--- src/rtl/nv_nvdla_cvif_write_cq.sv ---
`default_nettype none
// ============================================================================
//  Module      : nv_nvdla_cvif_write_cq
//  Description : CVIF write command queue. Five independent per-thread FIFOs
//                (bdma, sdp, pdp, cdp, rbk), each DEPTH x 3 bits, fed by one
//                shared write port and drained by five independent read ports.
//                Each entry holds {len[1:0], require_ack}.
//  Revision    : 1.0 - initial release
// ----------------------------------------------------------------------------
//  Parameters
//    DEPTH            entries per thread queue (power of two, 2..32)
//  Ports
//    nvdla_core_clk   in   1  clock, rising edge
//    nvdla_core_rstn  in   1  asynchronous active-low reset
//    cq_wr_pvld       in   1  write request valid
//    cq_wr_prdy       out  1  write accept (combinational, from flops + tid)
//    cq_wr_thread_id  in   3  target queue 0..4; 5..7 are dropped
//    cq_wr_pd         in   3  entry payload
//    cq_rdN_pvld      out  1  queue N non-empty            (N = 0..4)
//    cq_rdN_prdy      in   1  pop request for queue N      (N = 0..4)
//    cq_rdN_pd        out  3  head entry of queue N        (N = 0..4)
//    cq_idle          out  1  all queues empty
//    cq_wr_err        out  1  sticky: a write to thread 5..7 was accepted
// ============================================================================
module nv_nvdla_cvif_write_cq #(
    parameter int unsigned DEPTH = 8
) (
    input  logic       nvdla_core_clk,
    input  logic       nvdla_core_rstn,

    input  logic       cq_wr_pvld,
    output logic       cq_wr_prdy,
    input  logic [2:0] cq_wr_thread_id,
    input  logic [2:0] cq_wr_pd,

    output logic       cq_rd0_pvld,
    input  logic       cq_rd0_prdy,
    output logic [2:0] cq_rd0_pd,

    output logic       cq_rd1_pvld,
    input  logic       cq_rd1_prdy,
    output logic [2:0] cq_rd1_pd,

    output logic       cq_rd2_pvld,
    input  logic       cq_rd2_prdy,
    output logic [2:0] cq_rd2_pd,

    output logic       cq_rd3_pvld,
    input  logic       cq_rd3_prdy,
    output logic [2:0] cq_rd3_pd,

    output logic       cq_rd4_pvld,
    input  logic       cq_rd4_prdy,
    output logic [2:0] cq_rd4_pd,

    output logic       cq_idle,
    output logic       cq_wr_err
);

    localparam int unsigned     c_NTHR = 5;
    // Pointer width: DEPTH is a power of two, so pointers wrap naturally.
    localparam int unsigned     c_AW   = (DEPTH > 1) ? $clog2(DEPTH) : 1;
    // Count width must hold the value DEPTH itself (full).
    localparam int unsigned     c_CW   = $clog2(DEPTH + 1);
    localparam logic [c_CW-1:0] c_FULL = c_CW'(DEPTH);

    logic                    w_tid_legal;
    logic [7:0]              w_full;       // indexed directly by thread_id
    logic [c_NTHR-1:0]       w_push;
    logic [c_NTHR-1:0]       w_pop;
    logic [c_NTHR-1:0]       w_pvld;
    logic [c_NTHR-1:0]       w_rd_prdy;
    logic [c_NTHR-1:0][2:0]  w_rd_pd;
    logic                    r_wr_err;

    assign w_tid_legal = (cq_wr_thread_id <= 3'd4);
    assign w_rd_prdy   = {cq_rd4_prdy, cq_rd3_prdy, cq_rd2_prdy, cq_rd1_prdy, cq_rd0_prdy};

    // Ids 5..7 never have a queue behind them; tying their full bits low
    // makes cq_wr_prdy accept (and drop) those writes.
    assign w_full[7:5] = 3'b000;

    // Ready looks only at the registered occupancy, so a pop in the same
    // cycle does not open a slot for a write to a full queue.
    assign cq_wr_prdy = w_tid_legal ? ~w_full[cq_wr_thread_id] : 1'b1;

    // ------------------------------------------------------------------------
    // Per-thread FIFO
    // ------------------------------------------------------------------------
    for (genvar g = 0; g < c_NTHR; g++) begin : g_thr
        logic [c_AW-1:0] r_wp;
        logic [c_AW-1:0] r_rp;
        logic [c_CW-1:0] r_cnt;
        logic [2:0]      r_mem [DEPTH];

        assign w_pvld[g]  = (r_cnt != '0);
        assign w_full[g]  = (r_cnt == c_FULL);
        assign w_push[g]  = cq_wr_pvld & w_tid_legal &
                            (cq_wr_thread_id == 3'(g)) & ~w_full[g];
        // A pop request against an empty queue is simply ignored.
        assign w_pop[g]   = w_rd_prdy[g] & w_pvld[g];
        assign w_rd_pd[g] = r_mem[r_rp];

        always_ff @(posedge nvdla_core_clk or negedge nvdla_core_rstn) begin
            if (!nvdla_core_rstn) begin
                r_wp  <= '0;
                r_rp  <= '0;
                r_cnt <= '0;
            end else begin
                if (w_push[g]) begin
                    r_wp <= r_wp + c_AW'(1);
                end
                if (w_pop[g]) begin
                    r_rp <= r_rp + c_AW'(1);
                end
                // Simultaneous push and pop leaves the count unchanged.
                case ({w_push[g], w_pop[g]})
                    2'b10:   r_cnt <= r_cnt + c_CW'(1);
                    2'b01:   r_cnt <= r_cnt - c_CW'(1);
                    default: r_cnt <= r_cnt;
                endcase
            end
        end

        // Payload storage is deliberately not reset; validity is carried
        // entirely by r_cnt, so stale contents are never presented as valid.
        always_ff @(posedge nvdla_core_clk) begin
            if (w_push[g]) begin
                r_mem[r_wp] <= cq_wr_pd;
            end
        end
    end

    // ------------------------------------------------------------------------
    // Sticky illegal-thread flag
    // ------------------------------------------------------------------------
    always_ff @(posedge nvdla_core_clk or negedge nvdla_core_rstn) begin
        if (!nvdla_core_rstn) begin
            r_wr_err <= 1'b0;
        end else if (cq_wr_pvld & ~w_tid_legal) begin
            r_wr_err <= 1'b1;
        end
    end

    // ------------------------------------------------------------------------
    // Outputs
    // ------------------------------------------------------------------------
    assign cq_rd0_pvld = w_pvld[0];
    assign cq_rd1_pvld = w_pvld[1];
    assign cq_rd2_pvld = w_pvld[2];
    assign cq_rd3_pvld = w_pvld[3];
    assign cq_rd4_pvld = w_pvld[4];

    assign cq_rd0_pd   = w_rd_pd[0];
    assign cq_rd1_pd   = w_rd_pd[1];
    assign cq_rd2_pd   = w_rd_pd[2];
    assign cq_rd3_pd   = w_rd_pd[3];
    assign cq_rd4_pd   = w_rd_pd[4];

    assign cq_idle     = ~|w_pvld;
    assign cq_wr_err   = r_wr_err;

endmodule
`default_nettype wire

--- config.mk ---
export PLATFORM = sky130hd
export DESIGN_NAME = nv_nvdla_cvif_write_cq
export DESIGN_NICKNAME = d
export VERILOG_FILES = /design/src/rtl/nv_nvdla_cvif_write_cq.sv
export SDC_FILE = /design/constraint.sdc
export NUM_CORES = 1
export LEC_CHECK = 0
export ABC_AREA = 1
export CAP_MARGIN = 10
export CELL_PAD_IN_SITES_DETAIL_PLACEMENT = 0
export CELL_PAD_IN_SITES_GLOBAL_PLACEMENT = 2
export CORE_ASPECT_RATIO = 0.9
export CORE_MARGIN = 2
export CORE_UTILIZATION = 35
export DETAILED_ROUTE_END_ITERATION = 7
export PLACE_DENSITY = 0.74
export SLEW_MARGIN = 30
export SYNTH_ARGS = -nofsm -noshare
export SYNTH_HDL_FRONTEND = slang
export SYNTH_SLANG_ARGS = --single-unit
--- constraint.sdc ---
create_clock -name nvdla_core_clk -period 1.86 [get_ports nvdla_core_clk]
set_input_delay 0.279 -clock nvdla_core_clk [delete_from_list [all_inputs] [get_ports nvdla_core_clk]]
set_output_delay 0.279 -clock nvdla_core_clk [all_outputs]
set_load 0.02 [all_outputs]
# Word-level counts from Yosys, hierarchy flattened
# Memories as Yosys holds them, arrays and structs flattened.
# Cells that the tools add are included.
dict set report word_totals {
  regBits 51
  n_memories 5
  inputBits 14
  elab_cells 117
  ram_bits 120
}
dict set report op_classes {
  eq_ne 19
  bitwise_logic 24
  n_lt_le_gt_ge 2
  muxes 18
  reduce_logical 13
  add_sub_neg 20
}
# memory depth word_bits rd rd_ports_with_merged_regs write_ports line
set memory_table {}
lappend memory_table {{g_thr[0].r_mem} 8 3 1 0 1 94} ;# logic [2:0] r_mem [DEPTH];
lappend memory_table {{g_thr[1].r_mem} 8 3 1 0 1 94}
lappend memory_table {{g_thr[2].r_mem} 8 3 1 0 1 94}
lappend memory_table {{g_thr[3].r_mem} 8 3 1 0 1 94}
lappend memory_table {{g_thr[4].r_mem} 8 3 1 0 1 94}
# operator count
set ops {}
lappend ops {{4-bit one-hot mux with 2 select lines} 5}
lappend ops {{3-bit by 1-bit adder with 3-bit output (second input constant)} 10}
lappend ops {{4-bit by 1-bit adder with 4-bit output (second input constant)} 5}
lappend ops {{4-bit equality test (second input constant)} 5}
lappend ops {{4-bit nonzero test} 5}
lappend ops {{4-bit by 1-bit subtractor with 4-bit output (second input constant)} 5}
lappend ops {{1-bit bitwise AND} 17}
lappend ops {{1-bit 2-to-1 mux} 12}
lappend ops {{2-bit by 1-bit equality test with 1-bit output (second input constant)} 5}
lappend ops {{2-bit equality test (second input constant)} 5}
lappend ops {{2-bit nonzero test} 5}
lappend ops {{1-bit NOT} 7}
lappend ops {{3-bit by 2-bit equality test with 1-bit output (second input constant)} 2}
lappend ops {{5-bit OR reduction} 1}
lappend ops {{3-bit by 4-bit less-than comparator with 1-bit output (second input constant)} 1}
lappend ops {{1-bit binary-select mux with 3-bit select} 1}
lappend ops {{3-bit by 1-bit equality test with 1-bit output (second input constant)} 1}
lappend ops {{3-bit equality test (second input constant)} 1}
lappend ops {{3-bit less-or-equal comparator (second input constant)} 1}
lappend ops {{3-bit logical NOT} 1}
lappend ops {{1-bit logical NOT} 1}

# Logic depth before layout (Yosys ltp)
# Gate-level depths: netlist of the first run.
dict set report depth {
  depth_word 6
  ltp_mapped 14
}

# Least setup slack after synthesis of the first run
# Ideal clock, no wire load.
dict set report synth_timing {
  kind {register to register}
  startpoint {register g_thr[2].r_cnt[1]}
  endpoint {register g_thr[2].r_cnt[2]}
  path_buffers 0
  setup_time_ns 0.082
  arrival_time_ns 1.940
  path_slack_ns -0.162
  required_time_ns 1.778
  stages_incl_launch_ff 13
  period_less_slack_ns 2.022
  cell_sequence {dfrtp_1 -> nor2_1 -> nand2_1 -> nand2_1 -> inv_1 -> ha_1 -> nand2_1 -> inv_1 -> nor2_1 -> ha_1 -> a21oi_1 -> or2_2 -> a31oi_1}
}
dict set report synth_via {
  elab_cells_between_ends 11
  classes_between {add/sub: 2; eq/ne: 3; mux: 1; bitwise: 3; reduce/logical: 2}
}
# item line
set synth_rtl {}
lappend synth_rtl {{start: declaration} 93} ;# logic [c_CW-1:0] r_cnt;
lappend synth_rtl {{start signal: assignment} 118} ;# 2'b10: r_cnt <= r_cnt + c_CW'(1);
lappend synth_rtl {{start signal: assignment} 119} ;# 2'b01: r_cnt <= r_cnt - c_CW'(1);
lappend synth_rtl {{start signal: assignment} 120} ;# default: r_cnt <= r_cnt;
lappend synth_rtl {{4-bit nonzero test *} 96} ;# assign w_pvld[g] = (r_cnt != '0);
lappend synth_rtl {{via cq_rd2_pvld} 44} ;# output logic cq_rd2_pvld,
lappend synth_rtl {{1-bit bitwise AND *} 101} ;# assign w_pop[g] = w_rd_prdy[g] & w_pvld[g];
lappend synth_rtl {{via w_pop[2]} 70} ;# logic [c_NTHR-1:0] w_pop;
lappend synth_rtl {{2-bit by 1-bit equality test with 1-bit output / 2-bit equality test (equally long branches)} 117} ;# case ({w_push[g], w_pop[g]})
lappend synth_rtl {{4-bit one-hot mux with 2 select lines / 2-bit nonzero test (equally long branches)} n/a}
# The timed path passes the listed nets; every way through them passes the cells marked *.
# A chain may end at the register's enable or synchronous reset.

# Worst setup path in the final report of the first run
dict set report layout_timing {
  startpoint {register g_thr[0].r_cnt[2]}
  endpoint {register g_thr[0].r_cnt[2]}
}
dict set report layout_via {
  elab_cells_between_ends 11
  classes_between {add/sub: 2; eq/ne: 3; mux: 1; bitwise: 3; reduce/logical: 2}
}
# item line
set layout_rtl {}
lappend layout_rtl {{start: declaration} 93}
lappend layout_rtl {{start signal: assignment} 118}
lappend layout_rtl {{start signal: assignment} 119}
lappend layout_rtl {{start signal: assignment} 120}
lappend layout_rtl {{4-bit nonzero test *} 96}
lappend layout_rtl {{1-bit bitwise AND *} 101}
lappend layout_rtl {{via w_pop[0]} 70}
lappend layout_rtl {{2-bit by 1-bit equality test with 1-bit output / 2-bit equality test (equally long branches)} 117}
lappend layout_rtl {{4-bit one-hot mux with 2 select lines / 2-bit nonzero test (equally long branches)} n/a}
# Marks and branches as above.

==> results of run 1 <==
registers in the layout, summed over array words and instances (netlist names):
| signal | flops |
|---|---|
| g_thr.r_mem | 120 |
| g_thr.r_cnt | 20 |
| g_thr.r_rp | 15 |
| g_thr.r_wp | 15 |
| cq_wr_err | 1 |
worst max-delay path: stages, from the launching register on:
cell and delay, ps:
sky130_fd_sc_hd__dfrtp_1 390, sky130_fd_sc_hd__nor2_1 120, sky130_fd_sc_hd__nand2_2 120, sky130_fd_sc_hd__buf_4 170, sky130_fd_sc_hd__nand2_4 60, sky130_fd_sc_hd__inv_2 60
sky130_fd_sc_hd__ha_4 160, sky130_fd_sc_hd__inv_1 60, sky130_fd_sc_hd__nand2_1 60, sky130_fd_sc_hd__nand2_2 70, sky130_fd_sc_hd__ha_1 130, sky130_fd_sc_hd__a21oi_1 50
sky130_fd_sc_hd__or2_2 310, sky130_fd_sc_hd__a31oi_1 120
cell usage after synthesis:
cell type,instances
sky130_fd_sc_hd__edfxtp_1,120
sky130_fd_sc_hd__ha_1,25
sky130_fd_sc_hd__inv_2,1
sky130_fd_sc_hd__o21bai_1,1
sky130_fd_sc_hd__or2_1,3
sky130_fd_sc_hd__nand3_1,28
sky130_fd_sc_hd__nor2_4,2
sky130_fd_sc_hd__nand4_2,1
sky130_fd_sc_hd__nand4_1,2
sky130_fd_sc_hd__inv_1,62
sky130_fd_sc_hd__clkbuf_1,10
sky130_fd_sc_hd__or2_2,3
sky130_fd_sc_hd__nor4_1,6
sky130_fd_sc_hd__nand2_1,176
sky130_fd_sc_hd__xor2_1,17
sky130_fd_sc_hd__dfrtp_1,51
sky130_fd_sc_hd__buf_2,5
sky130_fd_sc_hd__nor2_2,1
sky130_fd_sc_hd__buf_6,1
sky130_fd_sc_hd__nor2_1,147
sky130_fd_sc_hd__nor3_1,5
sky130_fd_sc_hd__nor3b_1,1
sky130_fd_sc_hd__nand2_2,2
sky130_fd_sc_hd__a31oi_1,2
sky130_fd_sc_hd__a21oi_1,6
sky130_fd_sc_hd__o21ai_0,105
sky130_fd_sc_hd__xnor2_1,10
layout by cell type (no fill, tap or decap), types with 17 or more instances in the layout:
master and instances:
sky130_fd_sc_hd__buf_4 87, sky130_fd_sc_hd__buf_6 29, sky130_fd_sc_hd__clkbuf_16 17, sky130_fd_sc_hd__dfrtp_1 46, sky130_fd_sc_hd__edfxtp_1 120, sky130_fd_sc_hd__inv_1 51
sky130_fd_sc_hd__nand2_1 157, sky130_fd_sc_hd__nand3_1 17, sky130_fd_sc_hd__nor2_1 82, sky130_fd_sc_hd__nor2_2 41, sky130_fd_sc_hd__nor2_4 27, sky130_fd_sc_hd__o21ai_0 36
sky130_fd_sc_hd__o21ai_1 61, sky130_fd_sc_hd__xor2_1 17
final timing paths:
kind,cells after the start,to,slack [ps]
max,13,g_thr[0].r_cnt[2],-100
min,3,cq_wr_err,210
max reg2reg,13,g_thr[0].r_cnt[2],-100
min reg2reg,2,g_thr[2].r_wp[0],540
max in group asynchronous,3,g_thr[3].r_rp[1],1180
min in group asynchronous,3,g_thr[1].r_wp[2],390
power groups by stage:
| stage | logic [uW] | registers (uW) | clock network (uW) |
|---|---|---|---|
| after floorplan | 3710 | 5280 | 0 |
| after global placement | 6100 | 5350 | 0 |
| after detailed placement | 6180 | 5380 | 0 |
| after CTS | 6560 | 5350 | 3540 |
| after global routing | 8350 | 5510 | 3710 |
| final | 7450 | 5410 | 3430 |
what timing repair did:
action                                  4_1_cts  5_1_grt
setup buffers                                10        4
endpoints found under the hold margin        51        0
hold buffers                                  1        0
pin swaps                                    36       54
resized for setup                           211      156
cloned                                        3        0
endpoints found under the setup margin       39      123
final cells by class:
class	count	area, sq um
fill	2065	11230
clock inverter	14	136.4
multi-input combinational	543	3286
timing repair buffer	140	1244
tap	291	364.1
antenna	1	2.502
sequential	171	4886
clock buffer	18	429.2
inverter	63	241.5
cell families after synthesis:
family,Yosys count,synth area share (%)
and+or+nand+nor,377,19.47
DFF,171,62.23
AOI/OAI and AO/OA,114,7.340
buffers and inverters,79,3.957
xor gates and xnor gates,27,3.016
adders and majority gates,25,3.989
metal layers:
metal / GRT usage, % / vias up
met1: 20.22 / 2746
met5: 0 / -
met3: 3.676 / 18
li1: - / 2931
met2: 26.26 / 69
met4: 4.513 / 0
per-stage QoR:
| stage | setup TNS [ps] | area, sq um |
|---|---|---|
| floorplan | -31.92 | 7894 |
| global route | -3288 | 10590 |
| global placement | -46570 | 9238 |
| CTS | -635.2 | 10060 |
| detailed placement | -52110 | 9238 |
| finish | -315.0 | 10590 |
==> qor.json, run 1 <==
{
  "clocking": {
    "cts.reportedPaths.clkPinSlew_ps": 70,
    "number_of_buffers_added_by_the_clock_tree_synthesis_step": 17,
    "clock_tree_from_tritoncts": "built",
    "htreeDepth": 4,
    "cts_root_buffer": "sky130_fd_sc_hd__clkbuf_16",
    "cts.sinks": 171,
    "max-clock-path-buffers": 2,
    "clk-insertion-delay-late_ps": 420
  },
  "detailed_routing": {
    "avgRoutedWirePerCell_microns": 14.33,
    "postRouteWirelength_microns": 17780,
    "route.antenna.remaining_nets": 0,
    "firstDrtPassIters": 4,
    "routed_vias": 5764,
    "drt-vias-per-instance": 4.645,
    "met1Wirelength_microns": 8241,
    "detailed_route_iter0_violations": 313,
    "routed.top_layer": "met4",
    "met3_wirelength_microns": 497,
    "drcViolationCount": 0,
    "routed-wl-met2_microns": 8749
  },
  "timing": {
    "setup_ws_ps": -98.41,
    "final.period_utilization_pct": 105.3,
    "hold_slack_ps": 213.2,
    "report.final.setup_viol": 9,
    "final_period_minus_worst_setup_slack_ps": 1958,
    "worst_slew_margin_rel_pct": 66.44,
    "worst_slew_pin_slew_ps": 503.5,
    "clock-skew-final_ps": 9.516,
    "final-hold-violation-count": 0,
    "rsz0062_at_grt": "yes",
    "fmax_mhz": 510.6,
    "finalMaxSlewViolations": 0
  },
  "placed_design": {
    "gp_congestion": 0.7736,
    "port-buffer-count": 36,
    "detailedPlace.worstSlack_ps": -525.8,
    "dp.final_hpwl_microns": 11690,
    "dpl.cell_count": 1192
  },
  "pwr": {
    "clock_power_share_pct": 21.1,
    "reg_power_share_pct": 33.2,
    "peakVddDrop_mv": 0.9948,
    "cell_internal_pwr_uw": 9965,
    "fin_total_pwr_uw": 16290,
    "p_sw_share_pct": 38.82,
    "power_per_cell_area_mw_per_mm2": 1538,
    "power_frac_comb_pct": 45.7,
    "cellLeakagePower_uw": 0.004339,
    "switchingPower_uw": 6323
  },
  "cells_and_area": {
    "drive_above_1_share_pct": 32.35,
    "syn_to_final_growth_pct": 35.04,
    "nets": 975,
    "post_layout_cell_count": 1241,
    "layout.core_utilization_pct": 48.52
  },
  "flow_run": {
    "maxCapViolCount": 0
  },
  "floorplanning": {
    "starting_density_of_the_core_pct": 35.93,
    "coreArea_sq_mm": 0.02182,
    "die_area_sq_mm": 0.02362,
    "num_rows": 51,
    "chipWidth_microns": 161.8,
    "ioPinCount": 37,
    "die-height_microns": 146.0
  },
  "critical_path": {
    "worst_ep_arrival_time_ps": 2310,
    "timing.critical_path.from_type": "flip-flop",
    "crit_start": "g_thr[0].r_cnt[2]",
    "worst_ep_required_time_ps": 2210,
    "worst-setup-path-type": "reg2reg",
    "crit_path_max_fo": 4,
    "critical_path.reg2reg.startpoint": "g_thr[0].r_cnt[2]",
    "worst_setup_path_end_kind": "flip-flop"
  },
  "synthesis": {
    "post_synth.cell_area_avg_sq_um": 9.888,
    "number_of_flip_flops_and_latches_in_the_synthesized_netlist": 171,
    "yosys_warnings": 0,
    "mappedNetlistNets": 832,
    "synth_instances": 793,
    "synthDominantAreaCellType": "sky130_fd_sc_hd__edfxtp_1",
    "post_synth_main_area_contributors": "sky130_fd_sc_hd__edfxtp_1 (46%), sky130_fd_sc_hd__dfrtp_1 (16%), sky130_fd_sc_hd__nand2_1 (8.4%)",
    "synth_top_cell_area_share_pct": 45.96,
    "syn-cell-area_sq_mm": 0.007841,
    "yosys.cell_types.count": 27,
    "seq_area_frac_synth_pct": 62.23
  },
  "worst_hold_path": {
    "timing.hold.worst.class": "in2reg",
    "holdCritStartpoint": "cq_wr_pvld"
  },
  "global_route": {
    "wire_length_of_the_first_global_routing_pass_microns": 29270,
    "grt_antenna_before_repair": 1,
    "largest_net_degree_at_the_start_of_global_routing": 52,
    "overflow": 0,
    "grt_pass1_vias": 5932,
    "all_layer_gr_usage_pct": 15.65
  },
  "run_status": {
    "failing_checks": "setup timing",
    "status": "complete, but fails checks"
  }
}
(Power assumes the default switching activity.)
==> inputs of run 2 (changes only) <==
- CORE_UTILIZATION: 35 -> 42
- PLACE_DENSITY: 0.74 -> 0.83
- SLEW_MARGIN: 30 -> 25
- clock period: 1.86 -> 2.5 ns (I/O delays scaled with it)
==> run 2 against run 1 <==
Effect of this change: the flow now finishes without violations; combinational power shrank 48%; die area down 16%; sequential cell count is the same; worst setup slack better by 300 ps; clock skew shrank 2.6 ps; register-to-register slack better by 390 ps; clock-buffer cell count grew 5; routed wire length is 9.8% lower; clock power down 24%; global-route usage is 1.2 points higher; critical path type is now reg2out.
==> qor.json, run 2 (synthesized netlist as in run 1, its figures left out) <==
{
  "clocking": {
    "htreeDepth": {"value": 4, "change": "unchanged"},
    "clk-insertion-delay-late": {"value": 420, "unit": "ps", "change": "about the same"},
    "cts.reportedPaths.clkPinSlew": {"value": 60, "unit": "ps", "change": "was 70 ps"},
    "max-clock-path-buffers": {"value": 2, "change": "unchanged"},
    "clock_tree_from_tritoncts": {"value": "built", "change": "unchanged"},
    "number_of_buffers_added_by_the_clock_tree_synthesis_step": {"value": 17, "change": "unchanged"},
    "cts_root_buffer": {"value": "sky130_fd_sc_hd__clkbuf_16", "change": "unchanged"},
    "cts.sinks": {"value": 171, "change": "unchanged"}
  },
  "cells_and_area": {
    "final-seq-area": {"value": 0.004888, "unit": "sq mm", "change": "was 0.004886 sq mm"},
    "layout.core_utilization": {"value": 51.04, "unit": "%", "change": "was 48.52%"},
    "finalInstanceArea": {"value": 0.009364, "unit": "sq mm", "change": "was 0.01059 sq mm"},
    "layout.cells.most_common": {"value": "sky130_fd_sc_hd__nand2_1", "change": "unchanged"},
    "top_regs": {"value": "g_thr.r_mem x120, g_thr.r_cnt x20", "change": "unchanged"},
    "area_of_combinational_cells_with_multiple_inputs": {"value": 0.002656, "unit": "sq mm", "change": "was 0.003286 sq mm"},
    "nets": {"value": 912, "change": "was 975"},
    "diodes": {"value": 0, "change": "was 1"},
    "syn_to_final_growth": {"value": 19.42, "unit": "%", "change": "was 35.04%"},
    "regMostFlops": {"value": "g_thr.r_mem", "change": "unchanged"},
    "largest_register_ffs": {"value": 120, "change": "unchanged"},
    "num-fill-cells": {"value": 1633, "change": "was 2065"},
    "drive_above_1_share": {"value": 10.50, "unit": "%", "change": "was 32.35%"},
    "mostFrequentLayoutCells": {"value": "sky130_fd_sc_hd__nand2_1 (176), sky130_fd_sc_hd__nor2_1 (147), sky130_fd_sc_hd__edfxtp_1 (120)", "change": "was sky130_fd_sc_hd__nand2_1 (157), sky130_fd_sc_hd__edfxtp_1 (120), sky130_fd_sc_hd__buf_4 (87)"}
  },
  "timing": {
    "fmax_mhz": 435.0,
    "clock-skew-final": {"value": 6.893, "unit": "ps", "change": "was 9.516 ps"},
    "final.period_utilization_pct": 91.96,
    "worst_slew_pin_slew": {"value": 690.0, "unit": "ps", "change": "was 503.5 ps"},
    "final_period_minus_worst_setup_slack_ps": 2299,
    "finalMaxSlewViolations": {"value": 0, "change": "unchanged"},
    "worst_slew_margin_rel": {"value": 54.00, "unit": "%", "change": "was 66.44%"},
    "rsz0062_at_grt": {"value": "no", "change": "was yes"},
    "setup_ws": {"value": 201.1, "unit": "ps", "change": "was -98.41 ps"},
    "finalSetupTns": {"value": 0, "unit": "ps", "change": "was -315.0 ps"},
    "final-hold-violation-count": {"value": 0, "change": "unchanged"},
    "report.final.setup_viol": {"value": 0, "change": "was 9"}
  },
  "floorplanning": {
    "ioPinCount": {"value": 37, "change": "unchanged"},
    "num_rows": {"value": 47, "change": "was 51"},
    "die-height": {"value": 133.6, "unit": "microns", "change": "was 146.0 microns"},
    "starting_density_of_the_core": {"value": 42.74, "unit": "%", "change": "was 35.93%"},
    "die_area": {"value": 0.01978, "unit": "sq mm", "change": "was 0.02362 sq mm"},
    "chipWidth": {"value": 148.0, "unit": "microns", "change": "was 161.8 microns"},
    "coreArea": {"value": 0.01835, "unit": "sq mm", "change": "was 0.02182 sq mm"}
  },
  "critical_path": {
    "critical_path.reg2reg.startpoint": {"value": "g_thr[0].r_cnt[0]", "change": "was g_thr[0].r_cnt[2]"},
    "timing.rr.end": {"value": "g_thr[0].r_cnt[2]", "change": "unchanged"},
    "timing.critical_path.from_type": {"value": "flip-flop", "change": "unchanged"},
    "crit_path_max_fo": {"value": 8, "change": "was 4"},
    "timing.reg2reg.setup_slack": {"value": 290, "unit": "ps", "change": "was -100 ps"},
    "worst-setup-path-type": {"value": "reg2out", "change": "was reg2reg"},
    "worst_ep_required_time": {"value": 2120, "unit": "ps", "change": "was 2210 ps"},
    "worst_setup_path_end_kind": {"value": "primary output", "change": "was flip-flop"},
    "worst_ep_arrival_time": {"value": 1920, "unit": "ps", "change": "was 2310 ps"},
    "reg2reg_depth": {"value": 13, "change": "unchanged"}
  },
  "placed_design": {
    "dp.final_hpwl": {"value": 11060, "unit": "microns", "change": "was 11690 microns"},
    "gp_congestion": {"value": 0.8407, "change": "was 0.7736"},
    "detailedPlace.worstSlack": {"value": 1.904, "unit": "ps", "change": "was -525.8 ps"},
    "port-buffer-count": {"value": 36, "change": "unchanged"},
    "placed_area": {"value": 0.008655, "unit": "sq mm", "change": "was 0.009238 sq mm"}
  },
  "global_route": {
    "wire_length_of_the_first_global_routing_pass": {"value": 25990, "unit": "microns", "change": "was 29270 microns"},
    "overflow": {"value": 0, "change": "unchanged"},
    "grt_pass1_vias": {"value": 5374, "change": "was 5932"},
    "all_layer_gr_usage": {"value": 16.85, "unit": "%", "change": "was 15.65%"},
    "largest_net_degree_at_the_start_of_global_routing": {"value": 41, "change": "was 52"},
    "grt_antenna_before_repair": {"value": 0, "change": "was 1"}
  },
  "detailed_routing": {
    "routed.top_layer": {"value": "met4", "change": "unchanged"},
    "routed-wl-met2": {"value": 7874, "unit": "microns", "change": "was 8749 microns"},
    "drt-vias-per-instance": {"value": 4.843, "change": "was 4.645"},
    "met1Wirelength": {"value": 7501, "unit": "microns", "change": "was 8241 microns"},
    "postRouteWirelength": {"value": 16040, "unit": "microns", "change": "was 17780 microns"},
    "drcViolationCount": {"value": 0, "change": "unchanged"},
    "detailed_route_iter0_violations": {"value": 251, "change": "was 313"},
    "routed_vias": {"value": 5477, "change": "was 5764"},
    "avgRoutedWirePerCell": {"value": 14.18, "unit": "microns", "change": "was 14.33 microns"},
    "route.antenna.remaining_nets": {"value": 0, "change": "unchanged"},
    "met3_wirelength": {"value": 455, "unit": "microns", "change": "was 497 microns"},
    "firstDrtPassIters": {"value": 4, "change": "unchanged"}
  },
  "flow_run": {
    "maxCapViolCount": {"value": 0, "change": "unchanged"}
  },
  "pwr": {
    "peakVddDrop": {"value": 0.6110, "unit": "mV", "change": "was 0.9948 mV"},
    "power_per_cell_area": {"value": 1131, "unit": "mW/mm^2", "change": "was 1538 mW/mm^2"},
    "cellLeakagePower": {"value": 0.003915, "unit": "uW", "change": "was 0.004339 uW"}
  },
  "run_status": {
    "status": {"value": "completed", "change": "was complete, but fails checks"}
  },
  "worst_hold_path": {
    "timing.hold.worst.class": {"value": "in2async", "change": "was in2reg"}
  }
}
[run 2: per-stage QoR]
step	power, uW	cells	hold slack [ps]
floorplan	6627	793	79.41
global placement	7890	1088	433.2
detailed placement	7975	1088	441.3
CTS	10680	1128	527.0
global route	11410	1131	554.6
finish	10590	1131	526.3
[run 2: routing by layer]
| layer | up-vias | track usage [%] |
|---|---|---|
| li1 | 2799 | - |
| met1 | 2582 | 21.20 |
| met2 | 77 | 28.73 |
| met3 | 19 | 3.185 |
| met4 | 0 | 6.878 |
| met5 | - | 0 |
[run 2: final cells by class]
| type | count | area share, % |
|---|---|---|
| Tap cell | 245 | 3.274 |
| Clock inverter | 9 | 1.189 |
| Clock buffer | 23 | 5.104 |
| Multi-Input combinational cell | 543 | 28.37 |
| Timing Repair Buffer | 76 | 7.122 |
| Sequential cell | 171 | 52.20 |
| Timing Repair inverter | 1 | 0.05345 |
| Inverter | 63 | 2.686 |
[run 2: worst max-delay path by stage]
stage                     slack, ps                 to  cells after the start                from
after floorplan                 480  g_thr[2].r_cnt[2]                     12   g_thr[2].r_cnt[1]
after global placement           50  g_thr[4].r_cnt[2]                     12  cq_wr_thread_id[1]
final                           200       cq_rd0_pd[2]                      8    g_thr[0].r_rp[0]
after CTS                         2       cq_rd2_pd[2]                      6    g_thr[2].r_rp[0]
after detailed placement          2  g_thr[0].r_cnt[2]                     11  cq_wr_thread_id[1]
after global routing             50       cq_rd0_pd[1]                      6    g_thr[0].r_rp[0]
[run 2: where the power goes]
group | switching, uW | leakage [uW] | internal (uW)
logic | 2290 | 0.00196 | 1580
registers | 608 | 0.00168 | 3500
clock network | 1060 | 0.000274 | 1560
total | 3960 | 0.00391 | 6630
[run 2: what timing repair did]
item,CTS,global route
gates cloned,1,0
endpoints found under the setup margin,16,10
hold buffers,1,0
pin swaps,0,0
setup buffers,6,3
gates resized for setup,21,12
endpoints found under the hold margin,21,0
[run 2: worst max-delay path, cell delays in order, from the launching register on]
cell and delay (ps):
sky130_fd_sc_hd__dfrtp_2 470, sky130_fd_sc_hd__buf_4 180, sky130_fd_sc_hd__nor2_1 100, sky130_fd_sc_hd__nor2_1 40, sky130_fd_sc_hd__o21ai_0 140, sky130_fd_sc_hd__o21ai_0 140
sky130_fd_sc_hd__nand2_1 80, sky130_fd_sc_hd__nand2_1 40, sky130_fd_sc_hd__dlygate4sd2_1 320
==> inputs of run 3 (changes only) <==
- SKIP_LAST_GASP: default -> 1
==> results of run 3 <==
No change in the layout: final DEF, timing and power equal those of run 2.
